### src/rtl/dw_fifoctl_2w_2r_s.sv
// dw_fifoctl_2w_2r_s
//   Synchronous FIFO controller for a two-write/two-read flip-flop RAM. Up to two words may be
//   pushed and up to two popped in the same cycle. The controller owns the read/write pointers,
//   the word count and the registered status flags, and drives the RAM port enables/addresses.
//
// Ports
//   clk, rst_n            rising-edge clock, asynchronous active-low reset
//   push_cnt, pop_cnt     words requested this cycle (0..2, 3 is illegal)
//   en_w1_n, addr_w1      write port 1: first pushed word at wr_ptr
//   en_w2_n, addr_w2      write port 2: second pushed word at wr_ptr+1
//   en_r1_n, addr_r1      read port 1: FIFO head (rd_ptr), enabled when count >= 1
//   en_r2_n, addr_r2      read port 2: head+1 (rd_ptr+1), enabled when count >= 2
//   word_count            words stored, 0..depth
//   empty, almost_empty, almost_full, full   registered status flags
//   push_ack, pop_ack     request accepted this cycle (combinational)
//   error                 overflow, underflow or illegal count (sticky or pulsed per err_mode)

module dw_fifoctl_2w_2r_s #(
    parameter int unsigned addr_width = 3,
    parameter int unsigned ae_level   = 1,
    parameter int unsigned af_level   = 1,
    parameter int unsigned err_mode   = 0
) (
    input  logic                  clk,
    input  logic                  rst_n,
    input  logic [1:0]            push_cnt,
    input  logic [1:0]            pop_cnt,
    output logic                  en_w1_n,
    output logic [addr_width-1:0] addr_w1,
    output logic                  en_w2_n,
    output logic [addr_width-1:0] addr_w2,
    output logic                  en_r1_n,
    output logic [addr_width-1:0] addr_r1,
    output logic                  en_r2_n,
    output logic [addr_width-1:0] addr_r2,
    output logic [addr_width:0]   word_count,
    output logic                  empty,
    output logic                  almost_empty,
    output logic                  almost_full,
    output logic                  full,
    output logic                  push_ack,
    output logic                  pop_ack,
    output logic                  error
);

    localparam int unsigned depth = 1 << addr_width;

    localparam logic [addr_width:0]   depth_c = (addr_width+1)'(depth);
    localparam logic [addr_width:0]   ae_c    = (addr_width+1)'(ae_level);
    localparam logic [addr_width:0]   af_c    = (addr_width+1)'(depth - af_level);
    localparam logic [addr_width:0]   two_c   = (addr_width+1)'(2);
    localparam logic [addr_width-1:0] one_a   = addr_width'(1);

    logic [addr_width-1:0] wr_ptr_q, wr_ptr_d;
    logic [addr_width-1:0] rd_ptr_q, rd_ptr_d;
    logic [addr_width:0]   cnt_q, cnt_d;
    logic                  empty_q, almost_empty_q, almost_full_q, full_q, error_q;
    logic                  error_d;

    logic [addr_width:0]   push_n, pop_n, room, push_amt, pop_amt;
    logic                  push_req, pop_req, push_ok, pop_ok, err_now;

    // Accept decisions look only at the count at cycle start; no pass-through.
    always_comb begin
        push_n   = {{(addr_width-1){1'b0}}, push_cnt};
        pop_n    = {{(addr_width-1){1'b0}}, pop_cnt};
        room     = depth_c - cnt_q;
        push_req = (push_cnt == 2'd1) || (push_cnt == 2'd2);
        pop_req  = (pop_cnt == 2'd1) || (pop_cnt == 2'd2);
        push_ok  = push_req && (push_n <= room);
        pop_ok   = pop_req && (pop_n <= cnt_q);
        push_amt = push_ok ? push_n : '0;
        pop_amt  = pop_ok ? pop_n : '0;

        err_now  = (push_cnt == 2'd3) || (pop_cnt == 2'd3)
                || (push_req && !push_ok) || (pop_req && !pop_ok);

        wr_ptr_d = wr_ptr_q + push_amt[addr_width-1:0];
        rd_ptr_d = rd_ptr_q + pop_amt[addr_width-1:0];
        cnt_d    = cnt_q + push_amt - pop_amt;
        error_d  = (err_mode == 0) ? (error_q || err_now) : err_now;
    end

    always_ff @(posedge clk or negedge rst_n) begin
        if (!rst_n) begin
            wr_ptr_q       <= '0;
            rd_ptr_q       <= '0;
            cnt_q          <= '0;
            empty_q        <= 1'b1;
            almost_empty_q <= 1'b1;
            almost_full_q  <= 1'b0;
            full_q         <= 1'b0;
            error_q        <= 1'b0;
        end else begin
            wr_ptr_q       <= wr_ptr_d;
            rd_ptr_q       <= rd_ptr_d;
            cnt_q          <= cnt_d;
            empty_q        <= (cnt_d == '0);
            almost_empty_q <= (cnt_d <= ae_c);
            almost_full_q  <= (cnt_d >= af_c);
            full_q         <= (cnt_d == depth_c);
            error_q        <= error_d;
        end
    end

    // Enables are gated with rst_n so the RAM sees no access while reset is held.
    always_comb begin
        push_ack     = push_ok;
        pop_ack      = pop_ok;
        addr_w1      = wr_ptr_q;
        addr_w2      = wr_ptr_q + one_a;
        en_w1_n      = !(rst_n && push_ok);
        en_w2_n      = !(rst_n && push_ok && (push_cnt == 2'd2));
        addr_r1      = rd_ptr_q;
        addr_r2      = rd_ptr_q + one_a;
        en_r1_n      = !(rst_n && (cnt_q != '0));
        en_r2_n      = !(rst_n && (cnt_q >= two_c));
        word_count   = cnt_q;
        empty        = empty_q;
        almost_empty = almost_empty_q;
        almost_full  = almost_full_q;
        full         = full_q;
        error        = error_q;
    end

endmodule

### config.mk
export PLATFORM = sky130hd
export DESIGN_NAME = dw_fifoctl_2w_2r_s
export DESIGN_NICKNAME = d
export VERILOG_FILES = /design/src/rtl/dw_fifoctl_2w_2r_s.sv
export SDC_FILE = /design/constraint.sdc
export NUM_CORES = 1
export LEC_CHECK = 0
export CAP_MARGIN = 20
export CORE_MARGIN = 5
export CORE_UTILIZATION = 40
export DETAILED_ROUTE_END_ITERATION = 8
export DONT_BUFFER_PORTS = 1
export SLEW_MARGIN = 30
export SYNTH_ARGS = -nofsm -noshare
export SYNTH_HDL_FRONTEND = slang
export SYNTH_SLANG_ARGS = --single-unit
### constraint.sdc
create_clock -name clk -period 4 [get_ports clk]
set_input_delay 0.6 -clock clk [delete_from_list [all_inputs] [get_ports clk]]
set_output_delay 0.6 -clock clk [all_outputs]
set_load 0.03 [all_outputs]
==> results.txt <==
The flow ran to the end, and the final reports show no timing, DRC or antenna violations. Slowest stage cell on the critical path: fa_1. The biggest fanout along the worst timing path was 5; the initial antenna violation count was 0. The clock arrives with 0.00593 ns of skew. Entering global routing, the biggest net connects 14 pins. For the post-cts hold buffer count, the log shows 1. Subtracting the final worst setup slack from the clock period gives 3.23 ns. Detailed placement finished with a half-perimeter wire length of 1.54 mm. The hold violation count in the final report was 0. The number of clock sinks seen by CTS was 15; the global-route wire length before repair was 3.08 mm. Kind of start point of the critical path: a flop. The tools report the number of maximum-capacitance violations as 0. The data required time of the critical path came out at 4.21 ns.

The data arrival at the endpoint of the critical path is 3.43 ns. The actual slew at the worst max-slew pin was 0.970 ns. The level count of the clock H-tree was 1; the clock edge transition at the registers on the reported setup and hold paths was 0.08 ns. Relative to the synthesized area, the layout overhead comes to 9.39%.

Using the TritonRoute via totals, the vias-per-cell ratio works out to 4.91. In this run the core area contains 18 standard-cell rows. Among all flip-flop cells after synthesis, the most frequent one is dfrtp_1.

On the worst path, the slowest cell contributes a delay of 0.54 ns. The count of nets left with antenna violations once routing finished came out at 0. Normalized max-slew margin: 34.8%. 0 antenna diodes ended up in the layout.

The number of clock buffers inserted by TritonCTS is 3. The core region is 0.00245 sq mm. In the final timing run, aggregate negative setup slack is 0 ns. The critical path goes through inv_1 -> ha_1 -> inv_1 -> ha_1 -> a21o_1 -> a31oi_4 -> nand2_1 -> fa_1 -> inv_1 -> ha_1 -> a21o_1 -> a21oi_2 -> xor2_2 -> nor3b_2. Startpoint-to-endpoint class of the critical path: flop to flop. The final layout contains 130 nets. For this run, the number of Yosys warnings is 0. Cells with a size suffix above 1 make up 14.9% of the layout.

Measured along the y axis, the die boundary spans 60.6 um. The number of nets in the synthesized netlist was 121. Once layout is complete, the cells apart from fillers number 131.

In the routed design, unresolved DRC markers number 0. Distinct cell type count of the synthesized netlist: 25. Among cell families on the critical path, the largest total delay comes from adder cells. Average wire per cell in the routed design: 14.9 um.

The full die area was 0.00368 sq mm; the worst slack after detailed placement was 0.766 ns. Final number of max-transition violations: 0. TritonCTS built the clock tree. Setup repair after global routing left no endpoint under its margin. Timing would allow up to 310 MHz. Number of violations reported at the end of detailed-routing iteration 0: 7.

The logs give 41.8% for the initial core utilization and 36.8% for the share of synthesized area occupied by flip-flops and latches. After detailed routing, the total wire length is 1.96 mm. The number of detailed-routing iterations run before antenna repair is 2, and the ratio of final minimum period to clock period is 80.6%. In the synthesized netlist the async set-or-reset flop fraction comes to 100%.

The logs give 679 for the via count of the first global-routing pass and 0.00103 sq mm for the synthesized area. Setup violations remaining at the end of the flow were counted as 0. Together, buffers and inverters on the worst path number 3.

The tools report the remaining global-route overflow as 0. The post-synthesis register bit count is 15, and the count of input and output buffers is 0. The post-CTS setup-driven buffer insertion count was 0. Counting flops with a built-in enable in the synthesized netlist gives 0. Die extent in x: 60.6 um.

Each instance of the synthesized netlist takes up on average 11.0 sq um. The logs give 643 for the detailed-route via count and 11.5% for the global-route total usage across every layer. The run gives 93 as the cell count after synthesis. The worst-case clock buffer depth is 2. For the number of cells in the design after placement, the log shows 126. The later pin in the worst-skew pair is clocked with a latency of 0.28 ns.

The element type at the critical path end is a flop. In this run the clock root is driven by a clkbuf_4. The tightest min-delay check is of the input port to async pin type. The number of gates resized after CTS was 0. In the post-route analysis, the smallest setup slack over all paths is 0.774 ns. Routability-driven placement finished with a final weighted congestion of 0.701. The number of top-level design ports was 33.
-- cell families after synthesis --
logic type	after synthesis	synth area share [%]
XOR/XNOR	8	7.56
flip-flops	15	36.8
buffers and inverters	19	6.95
adder cells (fa/ha/maj)	22	29.8
AND/OR/NAND/NOR	20	10.5
AO/OA/AOI/OAI	9	8.42
-- through the flow --
stage | hold slack [ns] | util, % | instance area [sq um]
after floorplan | 0.304 | - | 1030
after global placement | 0.305 | 44.2 | 1090
after detailed placement | 0.305 | 44.2 | 1090
after CTS | 0.143 | 45.7 | 1120
after global routing | 0.128 | 45.7 | 1120
final | 0.153 | 45.7 | 1120
-- layer usage --
metal / global-route usage [%] / up-vias / wire length [um] / part of all wire [%]
met5: 0 / - / 0 / 0
met3: 5.53 / 3 / 199 / 10
met1: 14.2 / 305 / 792 / 41
met4: 1.86 / 0 / 8 / 0.41
li1: - / 314 / - / -
met2: 18.8 / 21 / 954 / 49
-- synth_stat cells (2+ instances only) --
library cell	number	area [sq um]
a21oi_2	2	17.5
a21o_1	2	15.0
nor2_1	2	7.51
ha_1	18	225
xnor2_1	3	26.3
nand2_1	7	26.3
dfstp_2	2	52.6
fa_1	4	80.1
dfrtp_1	13	325
and2_1	2	12.5
nor3_1	2	10.0
nand3_1	2	10.0
xor2_1	4	35.0
inv_1	19	71.3
-- flip-flops by register name, summed over array words and instances (netlist names) --
signal	count
almost_empty	1
full	1
addr_r1	3
error	1
empty	1
addr_w1	3
almost_full	1
word_count	4
-- area by class of cell --
class	instances	area, sq um
well taps	30	37.5
inverters	19	71.3
repair buffers	4	32.5
flip-flops and latches	15	378
fillers	238	1330
multi-input cells	59	577
clock buffers	4	26.3
-- cells in the final DEF (no fill, tap or decap), types with 2 or more instances in the layout --
| cell type | n |
|---|---|
| a21o_1 | 2 |
| a21oi_2 | 2 |
| and2_1 | 2 |
| buf_4 | 3 |
| clkbuf_4 | 3 |
| dfrtp_1 | 13 |
| dfstp_2 | 2 |
| fa_1 | 4 |
| ha_1 | 18 |
| inv_1 | 19 |
| nand2_1 | 7 |
| nand3_1 | 2 |
| nor2_1 | 2 |
| nor3_1 | 2 |
| xnor2_1 | 3 |
| xor2_1 | 4 |
-- worst paths after layout --
kind / depth (start not counted) / from / slack [ns] / end
max reg2reg: 14 / word_count[1] / 0.77 / full
max: 14 / word_count[1] / 0.77 / full
max in group asynchronous: 1 / rst_n / 2.84 / word_count[3]
min: 0 / rst_n / 0.15 / almost_empty
min reg2reg: 1 / addr_w1[2] / 0.71 / addr_w1[2]
min in group clk: 2 / push_cnt[0] / 0.56 / addr_w1[0]
Power is left out: the tool's default activity adds up to more than one toggle a clock period on the data nets, which glitch-free logic cannot reach.
